--- src/rtl/button_conditioner_if.sv ---
// Button bundle between the board side (master) and the conditioner (slave):
// raw levels in, debounced level and one-cycle event pulses out.
interface button_conditioner_if #(
    parameter int N_BTN = 5
);
    logic [N_BTN-1:0] btn_raw;
    logic [N_BTN-1:0] btn_level;
    logic [N_BTN-1:0] btn_press;
    logic [N_BTN-1:0] btn_release;
    logic [N_BTN-1:0] btn_long;
    logic [N_BTN-1:0] btn_repeat;

    modport master (
        output btn_raw,
        input  btn_level, btn_press, btn_release, btn_long, btn_repeat
    );

    modport slave (
        input  btn_raw,
        output btn_level, btn_press, btn_release, btn_long, btn_repeat
    );
endinterface

--- src/rtl/button_conditioner.sv ---
// Per-button sync + debounce + press/release/long/repeat pulses; BTN_AUTOREPEAT_EN enables repeat.
// Press/release latency DEBOUNCE_CYCLES+2 edges, all outputs registered; no backpressure (pulses are fire-and-forget).
module button_conditioner #(
    parameter int N_BTN           = 5,
    parameter int DEBOUNCE_CYCLES = 1_000_000,
    parameter int LONG_CYCLES     = 15_000_000,
    parameter int REPEAT_CYCLES   = 5_000_000
) (
    input  logic                 clk,
    input  logic                 reset,
    button_conditioner_if.slave  btn
);

    localparam int DW = $clog2(DEBOUNCE_CYCLES + 1);
    localparam int HW = $clog2(LONG_CYCLES + 1);
    localparam logic [DW-1:0] D_LAST = DW'(DEBOUNCE_CYCLES - 1);
    localparam logic [HW-1:0] H_LAST = HW'(LONG_CYCLES - 1);
    localparam logic [HW-1:0] H_SAT  = HW'(LONG_CYCLES);

    if (DEBOUNCE_CYCLES < 2 || LONG_CYCLES < 2 || REPEAT_CYCLES < 2) begin : g_param_check
        $error("button_conditioner: cycle parameters must be >= 2");
    end

    typedef enum logic [1:0] {
        IDLE        = 2'd0,
        DEB_PRESS   = 2'd1,
        HELD        = 2'd2,
        DEB_RELEASE = 2'd3
    } state_e;

    logic [N_BTN-1:0] s1_q;
    logic [N_BTN-1:0] s2_q;

    always_ff @(posedge clk) begin
        if (reset) begin
            s1_q <= '0;
            s2_q <= '0;
        end else begin
            s1_q <= btn.btn_raw;
            s2_q <= s1_q;
        end
    end

    for (genvar i = 0; i < N_BTN; i++) begin : g_btn
        state_e          state_q, state_d;
        logic [DW-1:0]   dcnt_q, dcnt_d;
        logic [HW-1:0]   hcnt_q, hcnt_d;
        logic            level_q, level_d;
        logic            press_q, press_d;
        logic            release_q, release_d;
        logic            long_q, long_d;

        always_ff @(posedge clk) begin
            if (reset) begin
                state_q   <= IDLE;
                dcnt_q    <= '0;
                hcnt_q    <= '0;
                level_q   <= 1'b0;
                press_q   <= 1'b0;
                release_q <= 1'b0;
                long_q    <= 1'b0;
            end else begin
                state_q   <= state_d;
                dcnt_q    <= dcnt_d;
                hcnt_q    <= hcnt_d;
                level_q   <= level_d;
                press_q   <= press_d;
                release_q <= release_d;
                long_q    <= long_d;
            end
        end

        // hcnt advances on every HELD cycle, including the one where the input drops,
        // so only cycles actually spent in DEB_RELEASE are excluded from the long timer.
        always_comb begin
            state_d = state_q;
            dcnt_d  = dcnt_q;
            hcnt_d  = hcnt_q;
            case (state_q)
                IDLE: begin
                    dcnt_d = '0;
                    if (s2_q[i]) begin
                        state_d = DEB_PRESS;
                        dcnt_d  = DW'(1);
                    end
                end
                DEB_PRESS: begin
                    if (!s2_q[i]) begin
                        state_d = IDLE;
                        dcnt_d  = '0;
                    end else if (dcnt_q == D_LAST) begin
                        state_d = HELD;
                        dcnt_d  = '0;
                        hcnt_d  = '0;
                    end else begin
                        dcnt_d = dcnt_q + 1'b1;
                    end
                end
                HELD: begin
                    if (hcnt_q != H_SAT) begin
                        hcnt_d = hcnt_q + 1'b1;
                    end
                    if (!s2_q[i]) begin
                        state_d = DEB_RELEASE;
                        dcnt_d  = DW'(1);
                    end
                end
                DEB_RELEASE: begin
                    if (s2_q[i]) begin
                        state_d = HELD;
                        dcnt_d  = '0;
                    end else if (dcnt_q == D_LAST) begin
                        state_d = IDLE;
                        dcnt_d  = '0;
                        hcnt_d  = '0;
                    end else begin
                        dcnt_d = dcnt_q + 1'b1;
                    end
                end
                default: state_d = IDLE;
            endcase
        end

        always_comb begin
            press_d   = 1'b0;
            release_d = 1'b0;
            long_d    = 1'b0;
            level_d   = level_q;
            case (state_q)
                DEB_PRESS: begin
                    if (s2_q[i] && dcnt_q == D_LAST) begin
                        press_d = 1'b1;
                        level_d = 1'b1;
                    end
                end
                HELD: long_d = (hcnt_q == H_LAST);
                DEB_RELEASE: begin
                    if (!s2_q[i] && dcnt_q == D_LAST) begin
                        release_d = 1'b1;
                        level_d   = 1'b0;
                    end
                end
                default: ;
            endcase
        end

        assign btn.btn_level[i]   = level_q;
        assign btn.btn_press[i]   = press_q;
        assign btn.btn_release[i] = release_q;
        assign btn.btn_long[i]    = long_q;

`ifdef BTN_AUTOREPEAT_EN
        localparam int RW = $clog2(REPEAT_CYCLES);
        localparam logic [RW-1:0] R_LAST = RW'(REPEAT_CYCLES - 1);

        logic [RW-1:0] rcnt_q, rcnt_d;
        logic          repeat_q, repeat_d;

        always_ff @(posedge clk) begin
            if (reset) begin
                rcnt_q   <= '0;
                repeat_q <= 1'b0;
            end else begin
                rcnt_q   <= rcnt_d;
                repeat_q <= repeat_d;
            end
        end

        // First repeat coincides with the long pulse; the period counter only runs
        // once hcnt has saturated and is frozen outside HELD.
        always_comb begin
            rcnt_d   = rcnt_q;
            repeat_d = 1'b0;
            case (state_q)
                IDLE: rcnt_d = '0;
                HELD: begin
                    if (hcnt_q == H_LAST) begin
                        rcnt_d   = '0;
                        repeat_d = 1'b1;
                    end else if (hcnt_q == H_SAT) begin
                        if (rcnt_q == R_LAST) begin
                            rcnt_d   = '0;
                            repeat_d = 1'b1;
                        end else begin
                            rcnt_d = rcnt_q + 1'b1;
                        end
                    end
                end
                default: ;
            endcase
        end

        assign btn.btn_repeat[i] = repeat_q;
`else
        assign btn.btn_repeat[i] = 1'b0;
`endif
    end

endmodule

--- src/flat_wrapper.sv ---
// flat-port wrapper written by rule: the top's interface ports become plain ports
module button_conditioner_flat 
#(
    parameter int N_BTN           = 5,
    parameter int DEBOUNCE_CYCLES = 1_000_000,
    parameter int LONG_CYCLES     = 15_000_000,
    parameter int REPEAT_CYCLES   = 5_000_000
)
  (clk, reset, btn_btn_raw, btn_btn_level, btn_btn_press, btn_btn_release, btn_btn_long, btn_btn_repeat);
  button_conditioner_if #(.N_BTN(N_BTN)) btn_i ();
  input  logic clk;
  input  logic reset;
  input wire logic [$bits(btn_i.btn_raw)-1:0] btn_btn_raw;
  output wire logic [$bits(btn_i.btn_level)-1:0] btn_btn_level;
  output wire logic [$bits(btn_i.btn_press)-1:0] btn_btn_press;
  output wire logic [$bits(btn_i.btn_release)-1:0] btn_btn_release;
  output wire logic [$bits(btn_i.btn_long)-1:0] btn_btn_long;
  output wire logic [$bits(btn_i.btn_repeat)-1:0] btn_btn_repeat;
  assign btn_i.btn_raw = btn_btn_raw;
  assign btn_btn_level = btn_i.btn_level;
  assign btn_btn_press = btn_i.btn_press;
  assign btn_btn_release = btn_i.btn_release;
  assign btn_btn_long = btn_i.btn_long;
  assign btn_btn_repeat = btn_i.btn_repeat;
  button_conditioner #(.N_BTN(N_BTN), .DEBOUNCE_CYCLES(DEBOUNCE_CYCLES), .LONG_CYCLES(LONG_CYCLES), .REPEAT_CYCLES(REPEAT_CYCLES)) u_core (.clk(clk), .reset(reset), .btn(btn_i));
endmodule
--- config.mk ---
export PLATFORM = sky130hd
export DESIGN_NAME = button_conditioner_flat
export DESIGN_NICKNAME = d
export VERILOG_FILES = /design/src/rtl/button_conditioner_if.sv /design/src/rtl/button_conditioner.sv /design/src/flat_wrapper.sv
export SDC_FILE = /design/constraint.sdc
export NUM_CORES = 1
export LEC_CHECK = 0
export ABC_AREA = 1
export CAP_MARGIN = 20
export CORE_ASPECT_RATIO = 0.6
export CORE_MARGIN = 2
export CORE_UTILIZATION = 55
export DETAILED_ROUTE_END_ITERATION = 7
export PLACE_DENSITY = 0.72
export SLEW_MARGIN = 30
export SYNTH_ARGS = -nofsm -noshare
export SYNTH_HDL_FRONTEND = slang
export SYNTH_SLANG_ARGS = --single-unit
--- constraint.sdc ---
create_clock -name clk -period 2.86 [get_ports clk]
set_input_delay 0.715 -clock clk [delete_from_list [all_inputs] [get_ports clk]]
set_output_delay 0.715 -clock clk [all_outputs]
set_load 0.005 [all_outputs]
---- Word-level counts from Yosys, hierarchy flattened ----
Index checks and enable logic that the tools add are counted.
storage, ports and cells
  bits in registers ....................... 260
  bits in latches ......................... 0
  bits in writable memories ............... 0
  memory bits (read-only) ................. 0
  output and inout port bits .............. 25
  word-level logic and storage cells ...... 312
  memories kept ........................... 0
cells by class
  $add $sub $neg .......................... 10
  $mul .................................... 0
  div/mod/pow operators ................... 0
  order comparisons ....................... 0
  equal/unequal tests ..................... 75
  shifts and indexed selects .............. 0
  mux-type cells .......................... 115
  bitwise operators ....................... 15
  reductions and logical operators ........ 60
operators by type and width
  operator                                                                 count
  24-bit two-way mux                                                       20
  20-bit two-way mux                                                       20
  20-bit case mux with 4 select lines                                      5
  24-bit case mux with 3 select lines                                      5
  24-bit by 1-bit adder with 24-bit output, second input constant          5
  24-bit == test, second input constant                                    5
  24-bit inequality test, second input constant                            5
  20-bit by 1-bit adder with 20-bit output, second input constant          5
  20-bit == test, second input constant                                    5
  2-bit two-way mux                                                        30
  2-bit by 1-bit inequality test with 1-bit output, second input constant  25
  2-bit case mux with 4 select lines                                       5
  4-bit AND reduction                                                      10
  2-bit OR reduction                                                       15
  1-bit two-way mux                                                        25
  2-bit == test, second input constant                                     10
  2-bit inequality test, second input constant                             10
  3-bit by 1-bit inequality test with 1-bit output, second input constant  5
  3-bit inequality test, second input constant                             5
  1-bit inverter                                                           15
  3-bit AND reduction                                                      5
  3-bit nonzero test                                                       5
  2-bit by 1-bit == test with 1-bit output, second input constant          5
  1-bit logical AND                                                        10
  other kinds (4)                                                          20

---- Depth between registers and ports, before layout ----
Gate-level depths: netlist (run 1).
  word-level depth ........................ 4
  depth in mapped cells ................... 13
  depth with buffers taken out ............ 13

---- Worst setup path before layout (run 1) ----
OpenSTA, ideal clock, no wires.
  kind .................................... input port to flip-flop
  start ................................... input reset
  end ..................................... register u_core.g_btn[0].hcnt_q[16]
  setup time .............................. 141 ps
  arrival time ............................ 1643 ps
  data required time ...................... 2719 ps
  setup slack ............................. 1076 ps
  stages .................................. 4
  buffers on the path ..................... 3
  path through ............................ clkbuf_1 > clkbuf_1 > clkbuf_1 > a21oi_1
RTL lines
  what                  line                      source
  from (decl)           flat_wrapper.sv:12        input logic reset;
  to (signal assigned)  button_conditioner.sv:65  hcnt_q <= hcnt_d;
  to (decl)             button_conditioner.sv:47  logic [HW-1:0] hcnt_q, hcnt_d;
No word-level cell between the ends.

---- Worst setup path after layout (run 1) ----
  start ................................... register u_core.g_btn[1].level_q
  end ..................................... output btn_btn_level[1]
RTL lines
  what                    line                      source
  from (decl)             button_conditioner.sv:48  logic level_q, level_d;
  from (signal assigned)  button_conditioner.sv:66  level_q <= level_d;
  to (decl)               flat_wrapper.sv:14        output wire logic [$bits(btn_i.btn_level)-1:0] btn_btn_level;
No word-level cell between the ends.

==> results.rst, run 1 <==
.. list-table::
   :header-rows: 1

   * - Metric
     - Value
   * - Average cell area after synthesis
     - 6.15 sq um
   * - Share of synthesized area spent on multiplexers
     - 0%
   * - Setup Total Neg Slack
     - 0 ns
   * - DRT iter0 DRCs
     - 1459
   * - Primary FF master, synth
     - sky130_fd_sc_hd__dfxtp_1
   * - Largest fanout of any net on the critical path
     - 2
   * - Number of I/O pins
     - 32
   * - Leak pwr
     - 0.00602 uW
   * - Worst path cell trace
     - clkdlybuf4s50_1
   * - Warnings from Yosys
     - 0
   * - P per Cell Area
     - 439 nW/um^2
   * - Final Setup Violations
     - 0
   * - CP Data Required Time
     - 2.14 ns
   * - Placement-stage worst setup slack
     - 0.718 ns
   * - Worst setup margin
     - 0.694 ns
   * - Input/output buffers
     - 26
   * - Post-synthesis simple-gate area fraction
     - 43.3%
   * - Die ar.
     - 29800 sq um
   * - Number of instances in the synthesized netlist
     - 2538
   * - Gates resized, CTS repair
     - 0
   * - Share of synthesized area occupied by flip-flops and latches
     - 33.3%
   * - Power consumption
     - 7390 uW
   * - CTS clk-pin slew, worst paths
     - 0.07 ns
   * - Clock network fraction of design power
     - 49.1%
   * - Final period utilization
     - 75.7%
   * - Die width
     - 222 um
   * - Inserted Diodes
     - 0
   * - Count of cell types in the netlist
     - 50
   * - Register share of total power
     - 49.3%
   * - Via count of the first global-routing pass
     - 13.5k
   * - Violations in the final reports
     - DRC
   * - Global-route wire length before repair
     - 65.0 mm
   * - Tightest Pin Transition
     - 0.709 ns
   * - Worst min-delay path category
     - reg2reg
   * - Switching power share of the total
     - 21.0%
   * - Latest clock arrival within the worst-skew pair
     - 0.55 ns
   * - Top cell type by total area after synthesis
     - sky130_fd_sc_hd__dfxtp_1
   * - Synthesized-area fraction occupied by adder cells
     - 1.20%
   * - Highest cell delay on the worst timing path
     - 0.53 ns
   * - Type of the setup path with the least slack
     - reg2out
   * - CTS tree
     - built
   * - XOR/XNOR share of the synthesized area
     - 3.31%
   * - Final nets
     - 2546
   * - Post-detailed-route via-to-cell ratio
     - 5.37
   * - Startpoint type of the worst setup path
     - register
   * - Share of post-route cells with drive strength above 1
     - 4.92%
   * - Arrival @ worst endpoint
     - 1.45 ns
   * - Initial antenna violation count
     - 0
   * - Number of clock buffers inserted by TritonCTS
     - 26
   * - Area of the mapped netlist
     - 15600 sq um
   * - Metal3 WL
     - 2.90 mm
   * - Largest cells by area after synthesis
     - sky130_fd_sc_hd__dfxtp_1, sky130_fd_sc_hd__nand2_1, sky130_fd_sc_hd__nor2_1
   * - Number of enable-type register cells in the synthesized netlist
     - 0
   * - Wire length per cell after detailed routing
     - 13.1 um
   * - Library cell with the highest instance count after synthesis
     - sky130_fd_sc_hd__nand2_1
   * - Antenna Violating Nets Remaining
     - 0
   * - CP max-delay cell
     - sky130_fd_sc_hd__clkdlybuf4s50_1
   * - FFs w/ async S/R, synth
     - 0%
   * - Number of clock sinks seen by CTS
     - 260
   * - Synthesized-area fraction occupied by ao, oa, aoi and oai cells
     - 8.63%
   * - Number of buffers inserted by post-CTS setup repair
     - 0
   * - Number of hold-slack violations in the final timing report
     - 0
   * - Post-cts hold buffer count
     - 0
   * - Max Cap Violations
     - 0
   * - Total iterations of the first detailed-routing run
     - 7
   * - Fillers
     - 2679
   * - # DRC
     - 1
   * - Met1 Wirelength
     - 19.9 mm
   * - Maximum level of the CTS H-tree
     - 1
   * - Unrepaired setup endpoints after global routing
     - false
   * - Internal power contribution
     - 5840 uW
   * - Routed wl met2
     - 14.9 mm
   * - Post-route clock skew
     - 0.0104 ns
   * - Final RePlAce weighted congestion
     - 0.939
   * - Vias after detailed routing
     - 15.6k
   * - Launch instance of the worst min-delay path
     - u_core.s1_q[2]
   * - Kind of capture point of the worst setup path
     - primary output
   * - Overflow left after global routing
     - 0
   * - Net Switching
     - 1550 uW
   * - Placeable core area
     - 27800 sq um
   * - Final-report max-slew violation count
     - 0
   * - Commonest cells in the synthesized netlist
     - sky130_fd_sc_hd__nand2_1, sky130_fd_sc_hd__nor2_1, sky130_fd_sc_hd__inv_1
   * - Maximum VDD drop
     - 330 uV
   * - Initial standard-cell utilization of the core
     - 56.2%
   * - Max Root-Sink Buffers
     - 3
   * - Area growth syn-to-layout
     - 7.82%
   * - Uppermost layer routed
     - met4
   * - Time the worst path needs with I/O delays and setup
     - 2.17 ns
   * - Wire length after detailed routing
     - 38.2 mm
   * - Final core utilization
     - 60.6%
   * - Combinational share of power
     - 1.6%
   * - HPWL Detailed
     - 27.7 mm
   * - Overall fraction of global-route tracks in use
     - 25.5%
   * - Placement Rows
     - 47
   * - Fmax
     - 462 MHz
   * - Relative slew slack
     - 52.6%
   * - Cell type group with the largest total delay on the critical path
     - buffers and inverters
   * - Status
     - finished with violations
   * - FF+latch count, synth
     - 260
   * - Overall die height
     - 135 um
   * - Maximum number of pins on one net before global-route repair
     - 93
   * - Area fraction of the dominant cell type after synthesis
     - 33.3%
   * - Library cell used as clock root buffer
     - sky130_fd_sc_hd__clkbuf_16
   * - Largest family of logic cells by synthesized area
     - simple AND/OR/NAND/NOR gates
   * - Combined buffer and inverter count along the critical path
     - 1
   * - Launching instance or port of the critical path
     - u_core.g_btn[1].level_q
[logic make-up (layout without fill, tap and decap cells)]
group,count (synthesis),after routing
other,1,5
adder cells (fa/ha/maj),15,15
flip-flops,260,260
AO/OA/AOI/OAI,251,251
XOR/XNOR,59,59
buffers and inverters,365,364
AND/OR/NAND/NOR,1587,1587
[final timing paths]
kind | to | slack (ns) | depth (start not counted)
setup reg to reg | u_core.g_btn[2].hcnt_q[1] | 0.73 | 7
hold / removal | u_core.s2_q[2] | 0.40 | 2
setup / recovery | btn_btn_level[1] | 0.69 | 1
hold reg to reg | u_core.s2_q[2] | 0.40 | 2
[power by group through the flow]
stage,registers (uW),logic (uW),clock network [uW]
after CTS,3640,121,3710
after floorplan,3720,85.0,0
after global routing,3640,133,3870
final,3640,120,3630
after global placement,3720,118,0
after detailed placement,3720,120,0
[layout make-up]
class | instances | area, sq um | area share (%)
multi-input combinational | 1917 | 8830 | 52.5
clock inverter | 11 | 159 | 0.944
timing repair buffer | 37 | 369 | 2.19
clock buffer | 34 | 742 | 4.41
tap | 367 | 459 | 2.73
inverter | 282 | 1070 | 6.35
sequential | 260 | 5200 | 30.9
[metal layers]
metal,global-route usage [%],vias up
met4,4.54,0
met2,36.9,495
met3,4.22,42
li1,-,8014
met1,39.7,7075
met5,0,-
[registers in the layout, indices dropped and copies added (netlist names), named ones only]
register / flops
u_core.g_btn.press_q: 5
u_core.g_btn.dcnt_q: 100
u_core.g_btn.level_q: 5
u_core.g_btn.release_q: 5
u_core.s1_q: 5
u_core.s2_q: 5
u_core.g_btn.hcnt_q: 120
u_core.g_btn.state_q: 5
u_core.g_btn.long_q: 5
[cells in the final DEF (no fill, tap or decap), types with 10 or more instances in the layout]
cell type,Yosys,routed
sky130_fd_sc_hd__nand2_1,721,721
sky130_fd_sc_hd__nor2_1,459,459
sky130_fd_sc_hd__inv_1,273,272
sky130_fd_sc_hd__dfxtp_1,260,260
sky130_fd_sc_hd__nand3_1,234,234
sky130_fd_sc_hd__a21oi_1,158,158
sky130_fd_sc_hd__o21ai_0,58,58
sky130_fd_sc_hd__nor3_1,46,46
sky130_fd_sc_hd__xor2_1,45,45
sky130_fd_sc_hd__nand4_1,44,44
sky130_fd_sc_hd__clkbuf_16,0,27
sky130_fd_sc_hd__clkdlybuf4s50_1,0,25
sky130_fd_sc_hd__ha_1,15,15
sky130_fd_sc_hd__xnor2_1,14,14
sky130_fd_sc_hd__nand3b_1,14,14
sky130_fd_sc_hd__nand2_2,12,12
sky130_fd_sc_hd__nor2_2,12,12
sky130_fd_sc_hd__nor4_1,11,11
sky130_fd_sc_hd__a21oi_2,10,10
[through the flow]
stage / area (sq um) / hold WS, ns / cells
floorplan: 15600 / 0.388 / 2542
global placement: 15900 / 0.395 / 2863
detailed placement: 15900 / 0.399 / 2863
CTS: 16800 / 0.404 / 2908
global route: 16800 / 0.434 / 2908
finish: 16800 / 0.403 / 2908
Power figures use the tool's default switching activity.
==> inputs of run 2 (changes only) <==
Clock period 2.86 ns to 2.15 ns, I/O delays scaled along.
==> run 2 against run 1 <==
The run still ends with DRC left; non-clock buffer count rose by 27; clock skew rose by 0.0068 ns; wire length is 5.3% higher; critical path type unchanged.
==> results.rst, run 2 (synthesis results as in run 1) <==
.. list-table::
   :header-rows: 1

   * - Metric
     - Value
   * - Combinational share of power
     - 1.6%
   * - Registers with the highest flip-flop counts
     - u_core.g_btn.hcnt_q: 120 flops, u_core.g_btn.dcnt_q: 100 flops
   * - Relative slew slack
     - 63.5%
   * - Unrepaired setup endpoints after global routing
     - false
   * - Status
     - finished with violations
   * - Internal power contribution
     - 7880 uW
   * - Net Switching
     - 2140 uW
   * - CTS tree
     - built
   * - Input/output buffers
     - 26
   * - Leak pwr
     - 0.00616 uW
   * - Kind of capture point of the worst setup path
     - primary output
   * - Worst hold slack
     - 0.259 ns
   * - CP Data Required Time
     - 1.61 ns
   * - Post-detailed-route via-to-cell ratio
     - 5.38
   * - P per Cell Area
     - 587 nW/um^2
   * - Initial standard-cell utilization of the core
     - 56.2%
   * - Die ar.
     - 29800 sq um
   * - Via count of the first global-routing pass
     - 14.1k
   * - Combined buffer and inverter count along the critical path
     - 1
   * - Number of I/O pins
     - 32
   * - HPWL Detailed
     - 29.1 mm
   * - Global-route wire length before repair
     - 68.0 mm
   * - # DRC
     - 1
   * - Post-route clock skew
     - 0.0172 ns
   * - Violations in the final reports
     - DRC
   * - Maximum VDD drop
     - 568 uV
   * - Library cell used as clock root buffer
     - sky130_fd_sc_hd__clkbuf_16
   * - Total iterations of the first detailed-routing run
     - 8
   * - DRT iter0 DRCs
     - 1522
   * - Largest fanout of any net on the critical path
     - 1
   * - Share of post-route cells with drive strength above 1
     - 5.91%
   * - Initial antenna violation count
     - 0
   * - Max Cap Violations
     - 0
   * - Number of clock buffers inserted by TritonCTS
     - 26
   * - Fillers
     - 2672
   * - Overflow left after global routing
     - 0
   * - Final period utilization
     - 92.4%
   * - Max Root-Sink Buffers
     - 3
   * - Arrival @ worst endpoint
     - 1.45 ns
   * - Vias after detailed routing
     - 15.8k
   * - Register share of total power
     - 48.4%
   * - Commonest cells after routing, fill and taps aside
     - sky130_fd_sc_hd__nand2_1, sky130_fd_sc_hd__nor2_1, sky130_fd_sc_hd__inv_1
   * - Die width
     - 222 um
   * - Placeable core area
     - 27800 sq um
   * - Final Setup Violations
     - 0
   * - Cell type group with the largest total delay on the critical path
     - buffers and inverters
   * - Switching power share of the total
     - 21.3%
   * - Wire length per cell after detailed routing
     - 13.7 um
   * - Latest clock arrival within the worst-skew pair
     - 0.55 ns
   * - Setup Total Neg Slack
     - 0 ns
   * - Type of the setup path with the least slack
     - reg2out
   * - Number of clock sinks seen by CTS
     - 260
   * - Wire length after detailed routing
     - 40.2 mm
   * - Inserted Diodes
     - 0
   * - Startpoint type of the worst setup path
     - register
   * - Highest cell delay on the worst timing path
     - 0.53 ns
   * - Worst min-delay path category
     - in2reg
   * - Placement Rows
     - 47
   * - Maximum level of the CTS H-tree
     - 1
   * - Maximum number of pins on one net before global-route repair
     - 56
   * - Post-cts hold buffer count
     - 0
   * - Overall die height
     - 135 um
   * - Commonest non-fill, non-tap cell in the layout
     - sky130_fd_sc_hd__nand2_1
   * - Number of buffers inserted by post-CTS setup repair
     - 0
   * - Tightest Pin Transition
     - 0.547 ns
   * - Antenna Violating Nets Remaining
     - 0
   * - Final-report max-slew violation count
     - 0
   * - Flip-flop count of the largest register, all copies and words added
     - 120
   * - Clock network fraction of design power
     - 50.0%
   * - Top reg by flops
     - u_core.g_btn.hcnt_q
   * - Fmax
     - 504 MHz
   * - Final RePlAce weighted congestion
     - 0.954
   * - Final nets
     - 2573
   * - CP max-delay cell
     - sky130_fd_sc_hd__clkdlybuf4s50_1
   * - CTS clk-pin slew, worst paths
     - 0.07 ns
   * - Final core utilization
     - 61.5%
   * - Time the worst path needs with I/O delays and setup
     - 1.99 ns
   * - Power consumption
     - 10000 uW
   * - Worst path cell trace
     - clkdlybuf4s50_1
   * - Overall fraction of global-route tracks in use
     - 26.8%
   * - Area growth syn-to-layout
     - 9.28%
   * - Number of hold-slack violations in the final timing report
     - 0
[run 2: changes by cell type in the layout (fill, tap and decap cells not counted), sizes merged]
cell,before,now
bufinv,4,5
buf,12,39
clkbuf,34,37
clkinv,7,6
[run 2: area by class of cell]
class | count | area (sq um) | area share (%)
multi-input combinational | 1917 | 8830 | 51.8
sequential | 260 | 5200 | 30.5
inverter | 282 | 1070 | 6.26
clock buffer | 37 | 743 | 4.36
timing repair buffer | 64 | 572 | 3.35
tap | 367 | 459 | 2.69
clock inverter | 11 | 180 | 1.06
[run 2: worst paths after layout]
kind,end,cells past startpoint,start,slack (ns)
setup / recovery,btn_btn_long[0],1,u_core.g_btn[0].long_q,0.16
hold / removal,u_core.g_btn[4].dcnt_q[17],2,reset,0.26
setup reg to reg,u_core.g_btn[4].hcnt_q[8],8,u_core.g_btn[4].hcnt_q[0],0.24
hold reg to reg,u_core.s2_q[1],2,u_core.s1_q[1],0.41
[run 2: routing by layer]
layer | routed length, um | GRT usage [%]
met1 | 20700 | 42.0
met3 | 3250 | 4.29
met2 | 15800 | 38.6
met4 | 498 | 5.07
met5 | 0 | 0
[run 2: metrics by stage]
step | instance area, sq um | setup WS (ns) | std cells
after floorplan | 15600 | 0.530 | 2542
after global placement | 16100 | 0.183 | 2890
after detailed placement | 16100 | 0.129 | 2890
after CTS | 17100 | 0.127 | 2938
after global routing | 17100 | 0.00310 | 2938
final | 17100 | 0.164 | 2938
[run 2: power groups by stage]
stage | clock network, uW | registers (uW) | logic, uW
3_3_place_gp | 0 | 4950 | 161
4_1_cts | 5090 | 4840 | 164
2_1_floorplan | 0 | 4950 | 113
6_report | 5010 | 4850 | 163
3_5_place_dp | 0 | 4950 | 164
5_1_grt | 5280 | 4840 | 182
[run 2: timing repair]
action / 4_1_cts / 5_1_grt
resized for setup: 0 / 1
endpoints found under the setup margin: 0 / 2
hold endpoints to repair: 0 / 0
==> variant 1 (config.mk and constraints of run 2) <==
Take the reset off `s2_q` and load it in a clocked block of its own.
--- a/src/rtl/button_conditioner.sv
+++ b/src/rtl/button_conditioner.sv
@@ -34,11 +34,13 @@
     always_ff @(posedge clk) begin
         if (reset) begin
             s1_q <= '0;
-            s2_q <= '0;
         end else begin
             s1_q <= btn.btn_raw;
-            s2_q <= s1_q;
-        end
+        end
+    end
+
+    always_ff @(posedge clk) begin
+        s2_q <= s1_q;
     end
 
     for (genvar i = 0; i < N_BTN; i++) begin : g_btn
Formal check against the unedited RTL: no difference found for any inputs over 4 cycles, from zero or initial values and one cycle with reset high; that may be too few to reach the edited logic, so the function may still have changed.
==> variant 1 against run 2 <==
- count of clock-buffer cells in the layout unchanged
- setup slack worse by 0.012 ns
- utilization decreased by 0.64 points
- synthesized area up 2.4%
- cell count increased by 2.1%
- die area increased by 2.3%
- final area increased by 2.1%
- sequential cell count did not move
- fmax shrank 0.61%
- wire length up 2.0%
Power is not compared: it rests on default switching activity, and its combinational part moved more than twofold at a synthesized area within 25%.
==> variant 1: results (changes against run 2) <==
- The flow ran to the end, and the final reports show no timing, DRC or antenna violations.
- The number of DRC violations after detailed routing was 0 (-1).
- The maximum buffer depth of the clock tree is 3 (unchanged).
- The root buffer cell chosen for the clock tree is sky130_fd_sc_hd__clkbuf_16.
- The number of antenna repair diodes was 0 (unchanged).
- In the final layout, the registers with the most flip-flops are u_core.g_btn.hcnt_q: 120 flops, u_core.g_btn.dcnt_q: 100 flops.
- The normalized max-slew margin is 62.40% (-1.1 points).
- The final HPWL from detailed placement came to 30.08 mm (+3.4%).
- The number of distinct library cell variants in the gate-level netlist after synthesis is 52 (+4.0%).
- The number of nets in the layout is 2,627 (+2.1%).
- The count of buffers from port buffering came to 26 (unchanged).
- The cell at the slowest stage of the critical path is sky130_fd_sc_hd__clkdlybuf4s50_1.
- The setup skew after layout is 0.02080 ns (+0.003558 ns).
- The post-CTS clock slew at the launch and capture registers of the worst setup and hold paths is 0.07 ns (about the same).
- The number of clock buffers inserted by TritonCTS is 27 (+3.8%).
- The weighted congestion reported at the end of routability-driven placement is 0.9881 (+3.6%).
- The vias per cell came to 5.389 (+0.23%).
- The via count of the first global-routing pass is 13,920 (-1.1%).
- The post-CTS setup repair buffer count is 0 (unchanged).
- The static power due to leakage is a little over 6 nW.
- In the synthesized netlist, the cells that appear most often are 810 x sky130_fd_sc_hd__nand2_1, 402 x sky130_fd_sc_hd__nor2_1, 265 x sky130_fd_sc_hd__inv_1.
- The filler cell count in the final layout is 2,699 (+1.0%).
- The number of nets with antenna violations after routing is 0 (unchanged).
- The number of optimization iterations in the first detailed-route pass is 6 (-2).
- The global-route wire length before repair came to 68.32 mm (+0.49%).
- The number of antenna violations at the first check in global routing is 0 (unchanged).
- The cell family contributing the most delay on the critical path is buffers and inverters.
- By area the synthesized netlist is led by sky130_fd_sc_hd__dfxtp_1 33%, sky130_fd_sc_hd__nand2_1 19%, sky130_fd_sc_hd__nor2_1 9.4%, sky130_fd_sc_hd__nand3_1 6.4%, sky130_fd_sc_hd__inv_1 6.2%.
- The number of standard cells in the layout, taps in and fillers out is 3,000 (+2.1%).
- The final wirelength is 41.03 mm (+2.0%).
- The post-synthesis sequential area ratio is 32.57% (-0.77 points).
- The maximum number of pins on one net before global-route repair is 69 (+23%).
- The ratio of cells with drive above 1 in the final layout was 7.886% (+2.0 points).
- The global-route usage over all layers is 26.72% (-0.11 points).
- The power after layout is 10.18 mW.
- The share of synthesized registers carrying an async set or reset is 0% (unchanged).
- The number of DRC markers after the initial detailed-route iteration is 1,515 (-0.46%).
- The total congestion overflow is 0 (unchanged).
- The mean instance size in the synthesized netlist is 6.160 um2 (+0.15%).
- The maximum fanout encountered on the critical timing path was 1 (unchanged).
variant 1: changes by cell type in the layout (fill, tap and decap cells not counted), sizes merged, moves of 8 or more:
cell,delta
a21oi,+8
nand2,+103
nand3,-24
nand3b,-9
nor2,-51
nor3,+16
nor3b,+10
xor2,-13
variant 1: worst register-to-register path, cell delays in order (launching register included):
cell	delay (ns)
sky130_fd_sc_hd__dfxtp_1	0.36
sky130_fd_sc_hd__ha_1	0.26
sky130_fd_sc_hd__nand2_2	0.12
sky130_fd_sc_hd__nor3_4	0.22
sky130_fd_sc_hd__nand3_2	0.17
sky130_fd_sc_hd__nand2_2	0.16
sky130_fd_sc_hd__nand2_2	0.07
sky130_fd_sc_hd__nand2_2	0.30
sky130_fd_sc_hd__or2_1	0.16
sky130_fd_sc_hd__inv_1	0.04
variant 1: per-layer routing:
layer | GRT usage, % | share of wire, % | up-vias
met4 | 5.333 | 1.6 | 0
met2 | 36.99 | 39 | 585
met1 | 42.42 | 51 | 7311
met3 | 4.517 | 8.4 | 49
met5 | 0 | 0 | -
li1 | - | - | 8222
variant 1: final cells by class:
class / instances / area, um2 / area share (%)
Multi-Input combinational cell: 1966 / 9174 / 52.64
Clock inverter: 12 / 126.4 / 0.7252
Timing Repair Buffer: 65 / 579.3 / 3.324
Tap cell: 375 / 469.2 / 2.692
Inverter: 285 / 1070 / 6.139
Clock buffer: 37 / 803.3 / 4.609
Sequential cell: 260 / 5205 / 29.87
variant 1: final timing paths:
path / from / to / slack [ns] / depth (start not counted)
max: u_core.g_btn[1].release_q / btn_btn_release[1] / 0.15 / 1
min: reset / u_core.s1_q[2] / 0.32 / 2
max reg2reg: u_core.g_btn[0].dcnt_q[0] / u_core.g_btn[0].dcnt_q[2] / 0.20 / 9
min reg2reg: u_core.s1_q[1] / u_core.s2_q[1] / 0.33 / 0
variant 1: through the flow:
stage | instance area, um2 | util [%] | hold WS, ns | setup WS (ns)
after global routing | 17430 | 60.83 | 0.3276 | 0.001009
final | 17430 | 60.83 | 0.3185 | 0.1518
after global placement | 16490 | 57.58 | 0.3099 | 0.2450
after detailed placement | 16490 | 57.58 | 0.3121 | 0.1983
after CTS | 17420 | 60.82 | 0.3092 | 0.1164
after floorplan | 16000 | - | 0.3096 | 0.5362
variant 1: cell families after synthesis:
logic type,count (synthesis),share of synthesized area (%)
AND/OR/NAND/NOR,1629,44.14
buffers and inverters,372,10.13
AO/OA/AOI/OAI,271,9.435
flip-flops,260,32.57
XOR/XNOR,46,2.521
adder cells (fa/ha/maj),15,1.174
other,1,0.02347
variant 1: report_power, final:
group          leakage [nW]  switching, mW  internal, mW
Combinational          3.51          0.261         0.110
Clock                 0.460           2.07          2.86
Sequential             2.10         0.0422          4.85
Total                  6.07           2.37          7.81
==> variant 2 (settings of run 2) <==
Without the edit above. Add a define of `BTN_AUTOREPEAT_EN`.
--- a/src/rtl/button_conditioner.sv
+++ b/src/rtl/button_conditioner.sv
@@ -1,5 +1,7 @@
 // Per-button sync + debounce + press/release/long/repeat pulses; BTN_AUTOREPEAT_EN enables repeat.
 // Press/release latency DEBOUNCE_CYCLES+2 edges, all outputs registered; no backpressure (pulses are fire-and-forget).
+`define BTN_AUTOREPEAT_EN
+
 module button_conditioner #(
     parameter int N_BTN           = 5,
     parameter int DEBOUNCE_CYCLES = 1_000_000,
Function: no difference found for any inputs over 4 cycles, from zero or initial values and one cycle with reset high; that may be too few to reach the edited logic, so the function may still have changed.
==> variant 2 against run 2 <==
- synthesized area grew 46%
- setup slack worse by 0.078 ns
- utilization up 1.3 points
- first-iteration DRC count grew 76%
- sequential share of layout area is 0.66 points lower
- sequential cell count increased by 120
- total power increased by 49%
- cell count increased by 48%
- sequential power is 47% higher
- final area rose by 50%
- wire length grew 58%
- critical endpoint is now u_core.g_btn[0].rcnt_q[9]
- largest cell class unchanged
- largest power group is now sequential cells
- highest routed layer unchanged
==> variant 2: results (changes against run 2) <==
- The largest registers in the layout are u_core.g_btn.hcnt_q: 120 flops, u_core.g_btn.rcnt_q: 115 flops, u_core.g_btn.dcnt_q: 100 flops.
- The number of distinct library cell variants in the gate-level netlist after synthesis came to 49 (-2.0%).
- The filler cell count in the final layout is 3,842 (+44%).
- The total number of vias was 24,180 (+53%).
- The final HPWL from detailed placement is 46.94 mm (+61%).
- The final wirelength is 63.57 mm (+58%).
- The maximum number of pins on one net before global-route repair was 54 (-3.6%).
- After synthesis, the most frequently instantiated cells are 944 x sky130_fd_sc_hd__nand2_1, 617 x sky130_fd_sc_hd__nor2_1, 442 x sky130_fd_sc_hd__inv_1.
- The flow ran to the end, and the final reports show no timing, DRC or antenna violations.
- The number of standard cells in the layout, taps in and fillers out is 4,338 (+48%).
- The count of buffers from port buffering came to 31 (+19%).
- The number of optimization iterations in the first detailed-route pass is 6 (-2).
- From synthesis to final layout, the design area changed by 12.11%.
- The cell family contributing the most delay on the critical path is simple AND/OR/NAND/NOR gates.
- The global-route usage over all layers came to 28.92% (+2.1 points).
- The total instance count after detailed placement was 4,264 (+48%).
- The biggest cell delay along the critical path is 0.38 ns (-0.15 ns).
- The post-placement worst setup slack came to -0.07144 ns (-0.2008 ns).
- The parity-gate share of the synthesized area counting xor and xnor cells is 2.116% (-1.2 points).
- The weighted congestion reported at the end of routability-driven placement is 0.9787 (+2.6%).
- The post-synthesis compound-gate area fraction is 8.272% (-0.36 points).
- The number of levels in the clock H-tree was 2 (+1).
- The maximum fanout encountered on the critical timing path is 16 (+15).
- Ranked by total cell area, the synthesized netlist is headed by sky130_fd_sc_hd__dfxtp_1 33%, sky130_fd_sc_hd__nand2_1 16%, sky130_fd_sc_hd__nor2_1 10%, sky130_fd_sc_hd__nand3_1 8.0%, sky130_fd_sc_hd__inv_1 7.3%.
- The number of clock buffers inserted by TritonCTS is 39 (+50%).
- The normalized max-slew margin was 56.57% (-7.0 points).
- The post-synthesis sequential area ratio is 33.42% (+0.079 points).
- The static power due to leakage came to 9.285 nW (+51%).
- The post-cts repair resize count is 2 (+2).
- The setup skew after layout was 0.01366 ns (-0.003580 ns).
- The mean instance size in the synthesized netlist is 6.144 um2 (-0.12%).
variant 2: cell type report:
| cell class | instances | area share, % |
|---|---|---|
| multi-input cells | 2747 | 50.50 |
| flip-flops and latches | 380 | 29.85 |
| inverters | 459 | 6.805 |
| repair buffers | 151 | 5.045 |
| clock buffers | 62 | 4.839 |
| well taps | 531 | 2.603 |
| clock inverters | 8 | 0.3628 |
variant 2: worst paths after layout:
path,from,to,slack [ns],cells past startpoint
worst max-delay path,u_core.g_btn[0].hcnt_q[0],u_core.g_btn[0].rcnt_q[9],0.09,12
worst min-delay path,reset,u_core.g_btn[3].hcnt_q[18],0.35,2
worst max register to register,u_core.g_btn[0].hcnt_q[0],u_core.g_btn[0].rcnt_q[9],0.09,12
worst min register to register,u_core.s1_q[2],u_core.s2_q[2],0.40,2
variant 2: layer usage:
layer | GRT usage, % | routed length [um] | vias to the layer above | share of wire, %
met3 | 4.818 | 5545 | 110 | 8.7
li1 | - | - | 12050 | -
met4 | 5.873 | 1129 | 0 | 1.8
met1 | 44.44 | 31600 | 10990 | 50
met2 | 42.09 | 25290 | 1028 | 40
met5 | 0 | 0 | - | 0
variant 2: kinds of logic (layout without fill, tap and decap cells):
kind of cell / Yosys count / after routing
and+or+nand+nor: 2321 / 2321
xor gates and xnor gates: 55 / 55
adders and majority gates: 20 / 20
AOI/OAI and AO/OA: 351 / 351
buffers and inverters: 578 / 680
DFF: 380 / 380
variant 2: power groups by stage:
stage	registers, mW	clock network (mW)	logic (mW)
finish	7.12	7.09	0.677
global route	7.12	7.55	0.750
CTS	7.12	7.25	0.663
detailed placement	7.28	0	0.662
global placement	7.27	0	0.649
floorplan	7.27	0	0.433
